[src/rtl/pipe_pkg.sv]
// Shared definitions for elastic pipeline stages: state encoding, bubble value
// and the field layout of the default 7 x 32-bit stage payload.
package pipe_pkg;

    // State encoding doubles as the occupancy count.
    typedef enum logic [1:0] {
        ST_EMPTY = 2'd0,
        ST_ONE   = 2'd1,
        ST_FULL  = 2'd2
    } pipe_state_e;

    localparam int PIPE_WIDTH = 224;
    localparam int FIELD_W    = 32;

    // All-zero instruction word decodes as a nop.
    localparam logic [PIPE_WIDTH-1:0] PIPE_BUBBLE = '0;

    localparam int OFF_INSTR = 0;
    localparam int OFF_PC    = 32;
    localparam int OFF_PC4   = 64;
    localparam int OFF_PC8   = 96;
    localparam int OFF_RT    = 128;
    localparam int OFF_ALU   = 160;
    localparam int OFF_IMM   = 192;

    function automatic logic [FIELD_W-1:0] get_field(
        input logic [PIPE_WIDTH-1:0] payload,
        input int                    off
    );
        return payload[off +: FIELD_W];
    endfunction

endpackage

[src/rtl/pipe_entry.sv]
// One valid+data holding register; clear takes priority over load and may
// optionally restore the bubble value into the data register.
module pipe_entry #(
    parameter int               WIDTH  = 224,
    parameter logic [WIDTH-1:0] BUBBLE = '0
) (
    input  logic             clk,
    input  logic             reset,
    input  logic             i_load,
    input  logic [WIDTH-1:0] i_data,
    input  logic             i_clr,
    input  logic             i_clr_data,
    output logic             o_valid,
    output logic [WIDTH-1:0] o_data
);

    logic             r_valid;
    logic [WIDTH-1:0] r_data;

    always_ff @(posedge clk or posedge reset) begin
        if (reset) begin
            r_valid <= 1'b0;
            r_data  <= BUBBLE;
        end else if (i_clr) begin
            r_valid <= 1'b0;
            if (i_clr_data) begin
                r_data <= BUBBLE;
            end
        end else if (i_load) begin
            r_valid <= 1'b1;
            r_data  <= i_data;
        end
    end

    assign o_valid = r_valid;
    assign o_data  = r_data;

endmodule

[src/rtl/pipe_stage_elastic.sv]
// Elastic pipeline register: main+skid buffer with valid/ready handshake,
// registered in_ready (no out_ready -> in_ready path) and synchronous flush.
module pipe_stage_elastic
    import pipe_pkg::*;
#(
    parameter int               WIDTH             = PIPE_WIDTH,
    parameter logic [WIDTH-1:0] BUBBLE            = {WIDTH{1'b0}},
    parameter bit               CLR_DATA_ON_FLUSH = 1'b1
) (
    input  logic             clk,
    input  logic             reset,
    input  logic             flush,
    input  logic             in_valid,
    output logic             in_ready,
    input  logic [WIDTH-1:0] in_data,
    output logic             out_valid,
    input  logic             out_ready,
    output logic [WIDTH-1:0] out_data,
    output logic [1:0]       occupancy
);

    // Handshake: a transfer happens on a rising clk edge where valid and ready
    // are both high; the producer holds valid and data stable until then.
    pipe_state_e      r_state;
    logic             r_in_ready;

    logic             w_push;
    logic             w_pop;
    logic             w_main_valid;
    logic             w_skid_valid;
    logic [WIDTH-1:0] w_main_data;
    logic [WIDTH-1:0] w_skid_data;
    logic [WIDTH-1:0] w_main_din;
    logic             w_main_load;
    logic             w_main_clr;
    logic             w_skid_load;
    logic             w_skid_clr;
    logic             w_clr_data;

    assign w_push = in_valid & r_in_ready;
    assign w_pop  = w_main_valid & out_ready;

    // The skid entry only ever feeds main when it holds data, preserving FIFO order.
    assign w_main_din = w_skid_valid ? w_skid_data : in_data;

    always_comb begin
        w_main_load = 1'b0;
        w_main_clr  = 1'b0;
        w_skid_load = 1'b0;
        w_skid_clr  = 1'b0;
        w_clr_data  = 1'b0;
        if (flush) begin
            w_main_clr = 1'b1;
            w_skid_clr = 1'b1;
            w_clr_data = CLR_DATA_ON_FLUSH;
        end else begin
            case (r_state)
                ST_EMPTY: w_main_load = w_push;
                ST_ONE: begin
                    w_main_load = w_push & w_pop;
                    w_skid_load = w_push & ~w_pop;
                    w_main_clr  = ~w_push & w_pop;
                end
                ST_FULL: begin
                    w_main_load = w_pop;
                    w_skid_clr  = w_pop;
                end
                default: begin
                    w_main_clr = 1'b1;
                    w_skid_clr = 1'b1;
                end
            endcase
        end
    end

    always_ff @(posedge clk or posedge reset) begin
        if (reset) begin
            r_state    <= ST_EMPTY;
            r_in_ready <= 1'b1;
        end else if (flush) begin
            r_state    <= ST_EMPTY;
            r_in_ready <= 1'b1;
        end else begin
            case (r_state)
                ST_EMPTY: begin
                    if (w_push) begin
                        r_state <= ST_ONE;
                    end
                end
                ST_ONE: begin
                    if (w_push && !w_pop) begin
                        r_state    <= ST_FULL;
                        r_in_ready <= 1'b0;
                    end else if (!w_push && w_pop) begin
                        r_state <= ST_EMPTY;
                    end
                end
                ST_FULL: begin
                    if (w_pop) begin
                        r_state    <= ST_ONE;
                        r_in_ready <= 1'b1;
                    end
                end
                default: begin
                    r_state    <= ST_EMPTY;
                    r_in_ready <= 1'b1;
                end
            endcase
        end
    end

    pipe_entry #(.WIDTH(WIDTH), .BUBBLE(BUBBLE)) u_main (
        .clk        (clk),
        .reset      (reset),
        .i_load     (w_main_load),
        .i_data     (w_main_din),
        .i_clr      (w_main_clr),
        .i_clr_data (w_clr_data),
        .o_valid    (w_main_valid),
        .o_data     (w_main_data)
    );

    pipe_entry #(.WIDTH(WIDTH), .BUBBLE(BUBBLE)) u_skid (
        .clk        (clk),
        .reset      (reset),
        .i_load     (w_skid_load),
        .i_data     (in_data),
        .i_clr      (w_skid_clr),
        .i_clr_data (w_clr_data),
        .o_valid    (w_skid_valid),
        .o_data     (w_skid_data)
    );

    assign in_ready  = r_in_ready;
    assign out_valid = w_main_valid;
    assign out_data  = w_main_data;
    assign occupancy = r_state;

endmodule

[config.mk]
export PLATFORM = sky130hd
export DESIGN_NAME = pipe_stage_elastic
export DESIGN_NICKNAME = d
export VERILOG_FILES = /design/src/rtl/pipe_pkg.sv /design/src/rtl/pipe_entry.sv /design/src/rtl/pipe_stage_elastic.sv
export SDC_FILE = /design/constraint.sdc
export NUM_CORES = 1
export LEC_CHECK = 0
export BUFFER_PORTS_ARGS = -buffer_cell sky130_fd_sc_hd__clkbuf_2
export CAP_MARGIN = 20
export CORE_MARGIN = 2
export CORE_UTILIZATION = 54
export CTS_BUF_LIST = sky130_fd_sc_hd__clkbuf_8
export CTS_CLUSTER_DIAMETER = 30
export DETAILED_ROUTE_END_ITERATION = 12
export PLACE_DENSITY = 0.83
export SLEW_MARGIN = 10
export SYNTH_ARGS = -nofsm -noshare
export SYNTH_HDL_FRONTEND = slang
export SYNTH_SLANG_ARGS = --single-unit
[constraint.sdc]
create_clock -name clk -period 22.5 [get_ports clk]
set_clock_uncertainty 0.15 [all_clocks]
set_input_delay 4.5 -clock clk [delete_from_list [all_inputs] [get_ports clk]]
set_output_delay 4.5 -clock clk [all_outputs]
set_load 0.01 [all_outputs]
Word level (Yosys, flattened, before mapping)
Cells that the tools add are included.
W data, S select, Z words.
{"block": "totals", "ff_bits": 453, "input_bits": 229, "out_inout_bits": 228, "elab_cells": 64}
{"block": "op_classes", "n_eq_ne": 9, "muxes": 29, "bitwise_logic": 7, "n_reduce_logical": 13}
{"operator": "$mux W224", "count": 6}
{"operator": "$mux W1", "count": 13}
{"operator": "$mux W2", "count": 5}
{"operator": "$ne A3 B3 Y1 const B", "count": 3}
{"operator": "$ne A2 B2 Y1 const B", "count": 3}
{"operator": "$pmux W1 S3", "count": 2}
{"operator": "$pmux W2 S3", "count": 1}
{"operator": "$reduce_and A3 Y1", "count": 2}
{"operator": "$and A1 B1 Y1", "count": 5}
{"operator": "$ne A4 B4 Y1 const B", "count": 1}
{"operator": "$pmux W1 S2", "count": 2}
{"operator": "$reduce_and A2 Y1", "count": 2}
{"operator": "$reduce_bool A2 Y1", "count": 2}
{"operator": "$reduce_or A2 Y1", "count": 2}
{"operator": "$eq A2 B1 Y1 const B", "count": 1}
{"operator": "$eq A2 B2 Y1 const B", "count": 1}
{"operator": "$logic_and A1 B1 Y1", "count": 2}
{"operator": "$logic_not A1 Y1", "count": 2}
{"operator": "$logic_not A2 Y1", "count": 1}
{"operator": "$not A1 Y1", "count": 2}

Longest topological paths before layout
{"block": "depth", "word_depth": 7, "mapped_depth": 9, "mapped_depth_nobuf": 4}

Hierarchy
From an unflattened synthesis, not the netlist that was laid out.
{"block": "unflattened", "cells_unflattened": 1537, "area_unflattened_um2": 21972.3}
{"module": "pipe_entry", "n_inst": 2, "cells_each": 629, "area_per_inst_um2": 9173.8}
{"module": "pipe_stage_elastic", "n_inst": 1, "cells_each": 279, "area_per_inst_um2": 3624.7}

Least setup slack after synthesis
OpenSTA, ideal clock, no wires.
{"block": "synth_timing", "kind": "in2reg", "startpoint": "in out_ready", "endpoint": "reg u_main.r_data[18] (netlist: u_main.o_data[18])", "setup_time_ns": 0.139, "arrival_ns": 5.763, "required_ns": 22.211, "path_slack_ns": 16.448, "cell_stages": 7, "n_path_buf": 3, "cell_sequence": "and2_1 -> buf_2 -> nand3_1 -> nand2_2 -> clkbuf_1 -> clkbuf_1 -> o31ai_2"}
{"block": "synth_between", "elab_chain_len": 6, "elab_cells_between_ends": 11}
{"element": "from (decl)", "line_no": "pipe_stage_elastic.sv:17", "text": "input logic out_ready,"}
{"element": "$and A1 B1 Y1 *", "line_no": "pipe_stage_elastic.sv:41", "text": "assign w_pop = w_main_valid & out_ready;"}
{"element": "$and A1 B1 Y1 (on tied branches)", "line_no": "pipe_stage_elastic.sv:62, pipe_stage_elastic.sv:60"}
{"element": "$pmux W1 S2 / $pmux W1 S3 (equally long branches)", "line_no": "pipe_stage_elastic.sv:57", "text": "case (r_state)"}
{"element": "$mux W1", "line_no": "pipe_stage_elastic.sv:52", "text": "if (flush) begin"}
{"element": "$ne A2 B2 Y1 (no source line) / $reduce_bool A2 Y1 (equally long branches)"}
{"element": "$reduce_and A2 Y1 (no source line)"}
{"element": "to (signal assigned)", "line_no": "pipe_entry.sv:31", "text": "r_data <= i_data;"}
{"element": "to (decl)", "line_no": "pipe_entry.sv:18", "text": "logic [WIDTH-1:0] r_data;"}
Mark *: on every way between the ends. The rest lies on a longest branch, timed or not.
A chain may end at the register's enable or synchronous reset.

Worst setup path after layout
{"block": "layout_timing", "startpoint": "in in_valid", "endpoint": "reg u_main.r_data[222] (netlist: u_main.o_data[222])"}
{"block": "layout_between", "elab_chain_len": 7, "elab_cells_between_ends": 12}
{"element": "from (decl)", "line_no": "pipe_stage_elastic.sv:13", "text": "input logic in_valid,"}
{"element": "$and A1 B1 Y1 *", "line_no": "pipe_stage_elastic.sv:40", "text": "assign w_push = in_valid & r_in_ready;"}
{"element": "$not A1 Y1", "line_no": "pipe_stage_elastic.sv:62", "text": "w_main_clr = ~w_push & w_pop;"}
{"element": "$and A1 B1 Y1", "line_no": "pipe_stage_elastic.sv:62"}
{"element": "$pmux W1 S2", "line_no": "pipe_stage_elastic.sv:57"}
{"element": "$mux W1", "line_no": "pipe_stage_elastic.sv:52"}
{"element": "$ne A2 B2 Y1 (no source line) / $reduce_bool A2 Y1 (equally long branches)"}
{"element": "$reduce_and A2 Y1 (no source line)"}
Marked as above.

==> qor.txt <==
status: completed
vias: 17,900
DRT Pass-1 Iters: 6
Final min period: 8150 ps
Setup Fix Bufs, Post-CTS: 0
nets@finish: 2,631
Syn Area/Cell: 10.4 um^2
DRC viols: 0
htree depth: 3
Post-DRT Antenna Nets: 0
CTS sink cnt: 453
delay-heaviest family, CP: buffers and inverters
final global-route overflow total: 0
Max-slew headroom: 0.197
final setup fails: 0
crit-path most repeated cell: buf_4
count leader, synth: dfrtp_1
layout cells sized above 1: 0.326
Net Count, Synth: 2,258
Area Overhead vs Synth: 20.9%
largest net degree at the start of global routing: 189
Total Wirelength: 62,900 um
Post-Place Setup Slack: 13,790 ps
Tcrit/Tclk final: 0.362
CP max FO: 80
number of port buffers: 456
Worst VDD drop: 69.4 uV
HP Class: register to register
placed cell count: 2,825
Sw Pwr: 748 uW
Max Freq: 123 MHz
worst stage delay on the critical path: 990 ps
core footprint: 38,600 um^2
synthesis warning total: 0
clk slew on worst S/H paths: 60 ps
die area: 40,800 um^2
CP Launch Type: input port
RSZ-0062 raised after global routing: no
Int Pwr: 1.66 mW
pwr/cell area: 94.3 nW/um^2
Synth area leader: dfrtp_1
slowest CP cell: buf_4
HPWL Detailed: 37,600 um
Worst Path Buf+Inv: 4
Fillers: 2,925
Seq/Total Area, Yosys: 0.536
CTS tree: yes
Chip Height: 202 um
P_leak: 11.4 nW
Die W: 202 um
Slew @ Worst Pin: 1200 ps
Sw Share: 0.310
Multi-input gate area: 8880 um^2
Synth cell types: 25
first-pass GRT wire length: 98,700 um
EDFF count, synth: 0
vias in the first global route: 17,900
# Max-Cap Violations: 0
Top FF cell, synth: dfrtp_1
Via-to-Cell Ratio: 5.96
setup TNS: 0 ps
total power: 2.41 mW
CTS Buf Count: 92
Initial Util: 0.548
Finished Layout Cells: 3,004
cts repair resizes: 0
initial antenna violation count: 10
Max Slew Vio Count: 0
CP required: 22,830 ps
clock share of power: 0.408
Gate Count Post-Synth: 2,029
largest cells by area after synthesis: dfrtp_1, mux2i_1, o31ai_2
Flop pwr share: 0.400
I/O pin cnt: 457
Combinational Power Share: 0.192
Synth async-reset ratio: 1.00
CP arrival: 8490 ps
Final WS setup: 14,350 ps
clock root buffer: clkbuf_8
worst path cell trace: clkbuf_2, and3b_1, o21bai_4, buf_4, and2_4, buf_4, buf_4, o31ai_2
FF+latch count, synth: 453
Final Hold Fails: 0
CTS max path bufs: 3
clk_lat worst skew: 670 ps
Crit Path Class: input port to register
GR Util All Layers: 0.304
CP endpoint kind: register
WL/cell: 20.9 um
mapped cell area: 21,200 um^2
cts hold-fix bufs: 0
RD Place Congestion: 0.872
Synth top cells by count: dfrtp_1, nand2_1, a21oi_1, nand3_1, mux2i_1
Row Count: 72
1st-iter DRT viols: 1,469
top-area cell type share of the netlist area: 0.535
register area: 11,300 um^2
registers in the layout, summed over array words and instances (netlist names):
name,flops
in_ready,1
u_main.o_valid,1
occupancy,2
u_skid.o_data,224
u_skid.o_valid,1
u_main.o_data,224
worst min-delay path, delay by kind of cell, from the launching register on:
family          cells  cell delay, ps
flops               1             340
compound gates      1              60
simple gates        1              70
through the flow:
step | utilization | hold slack [ps] | area [um^2]
5_1_grt | 0.662 | 379 | 25600
4_1_cts | 0.661 | 353 | 25500
2_1_floorplan | - | 351 | 21200
6_report | 0.662 | 351 | 25600
3_3_place_gp | 0.604 | 332 | 23400
3_5_place_dp | 0.604 | 338 | 23400
worst paths after layout:
| kind | start | endpoint | slack [ps] | cells past startpoint |
|---|---|---|---|---|
| max | in_valid | u_main.o_data[222]$_DFFE_PP0P_ | 14350 | 8 |
| min | u_main.o_data[122]$_DFFE_PP0P_ | u_main.o_data[122]$_DFFE_PP0P_ | 350 | 2 |
| max in group asynchronous | reset | u_main.o_data[203]$_DFFE_PP0P_ | 16540 | 3 |
| max reg2reg | occupancy[1]$_DFFE_PP0P_ | u_main.o_data[222]$_DFFE_PP0P_ | 17780 | 7 |
| min reg2reg | u_main.o_data[122]$_DFFE_PP0P_ | u_main.o_data[122]$_DFFE_PP0P_ | 350 | 2 |
| min in group asynchronous | reset | u_main.o_data[26]$_DFFE_PP0P_ | 3900 | 2 |
cell usage in the layout (no fill, tap or decap), types with 4 or more instances in the layout:
cell type	instances
dfrtp_1	451
clkinvlp_4	7
o31ai_2	160
a21oi_1	229
diode_2	10
nand3_1	228
inv_6	4
o31ai_1	64
clkbuf_2	455
inv_1	9
buf_4	22
nand2_1	451
mux2i_1	225
clkinv_2	17
bufinv_16	12
clkbuf_8	114
power groups by stage:
stage               clock network (mW)  registers, mW  logic (mW)
floorplan                            0          0.986       0.279
global placement                     0          0.971       0.446
detailed placement                   0          0.975       0.458
CTS                              0.996          0.963       0.461
global route                      1.04          0.973       0.497
finish                           0.985          0.965       0.462
per-layer routing:
layer	track usage	part of all wire
met2	0.479	0.48
met1	0.381	0.37
met3	0.0866	0.090
met5	0	0.00021
met4	0.165	0.051
cells by family after synthesis:
logic type / after synthesis / synth area share
flip-flops: 453 / 0.536
AND/OR/NAND/NOR: 690 / 0.137
multiplexers: 225 / 0.106
AO/OA/AOI/OAI: 459 / 0.174
buffers and inverters: 202 / 0.0469
cell type report:
type                    count  share of cell area
clock inverters            54              0.0243
well taps                 518              0.0253
clock buffers             114              0.0613
diodes                     10            0.000978
inverters                   1            0.000440
repair buffers            480              0.0975
flip-flops and latches    453               0.443
multi-input cells        1374               0.347
(Power assumes the default switching activity.)
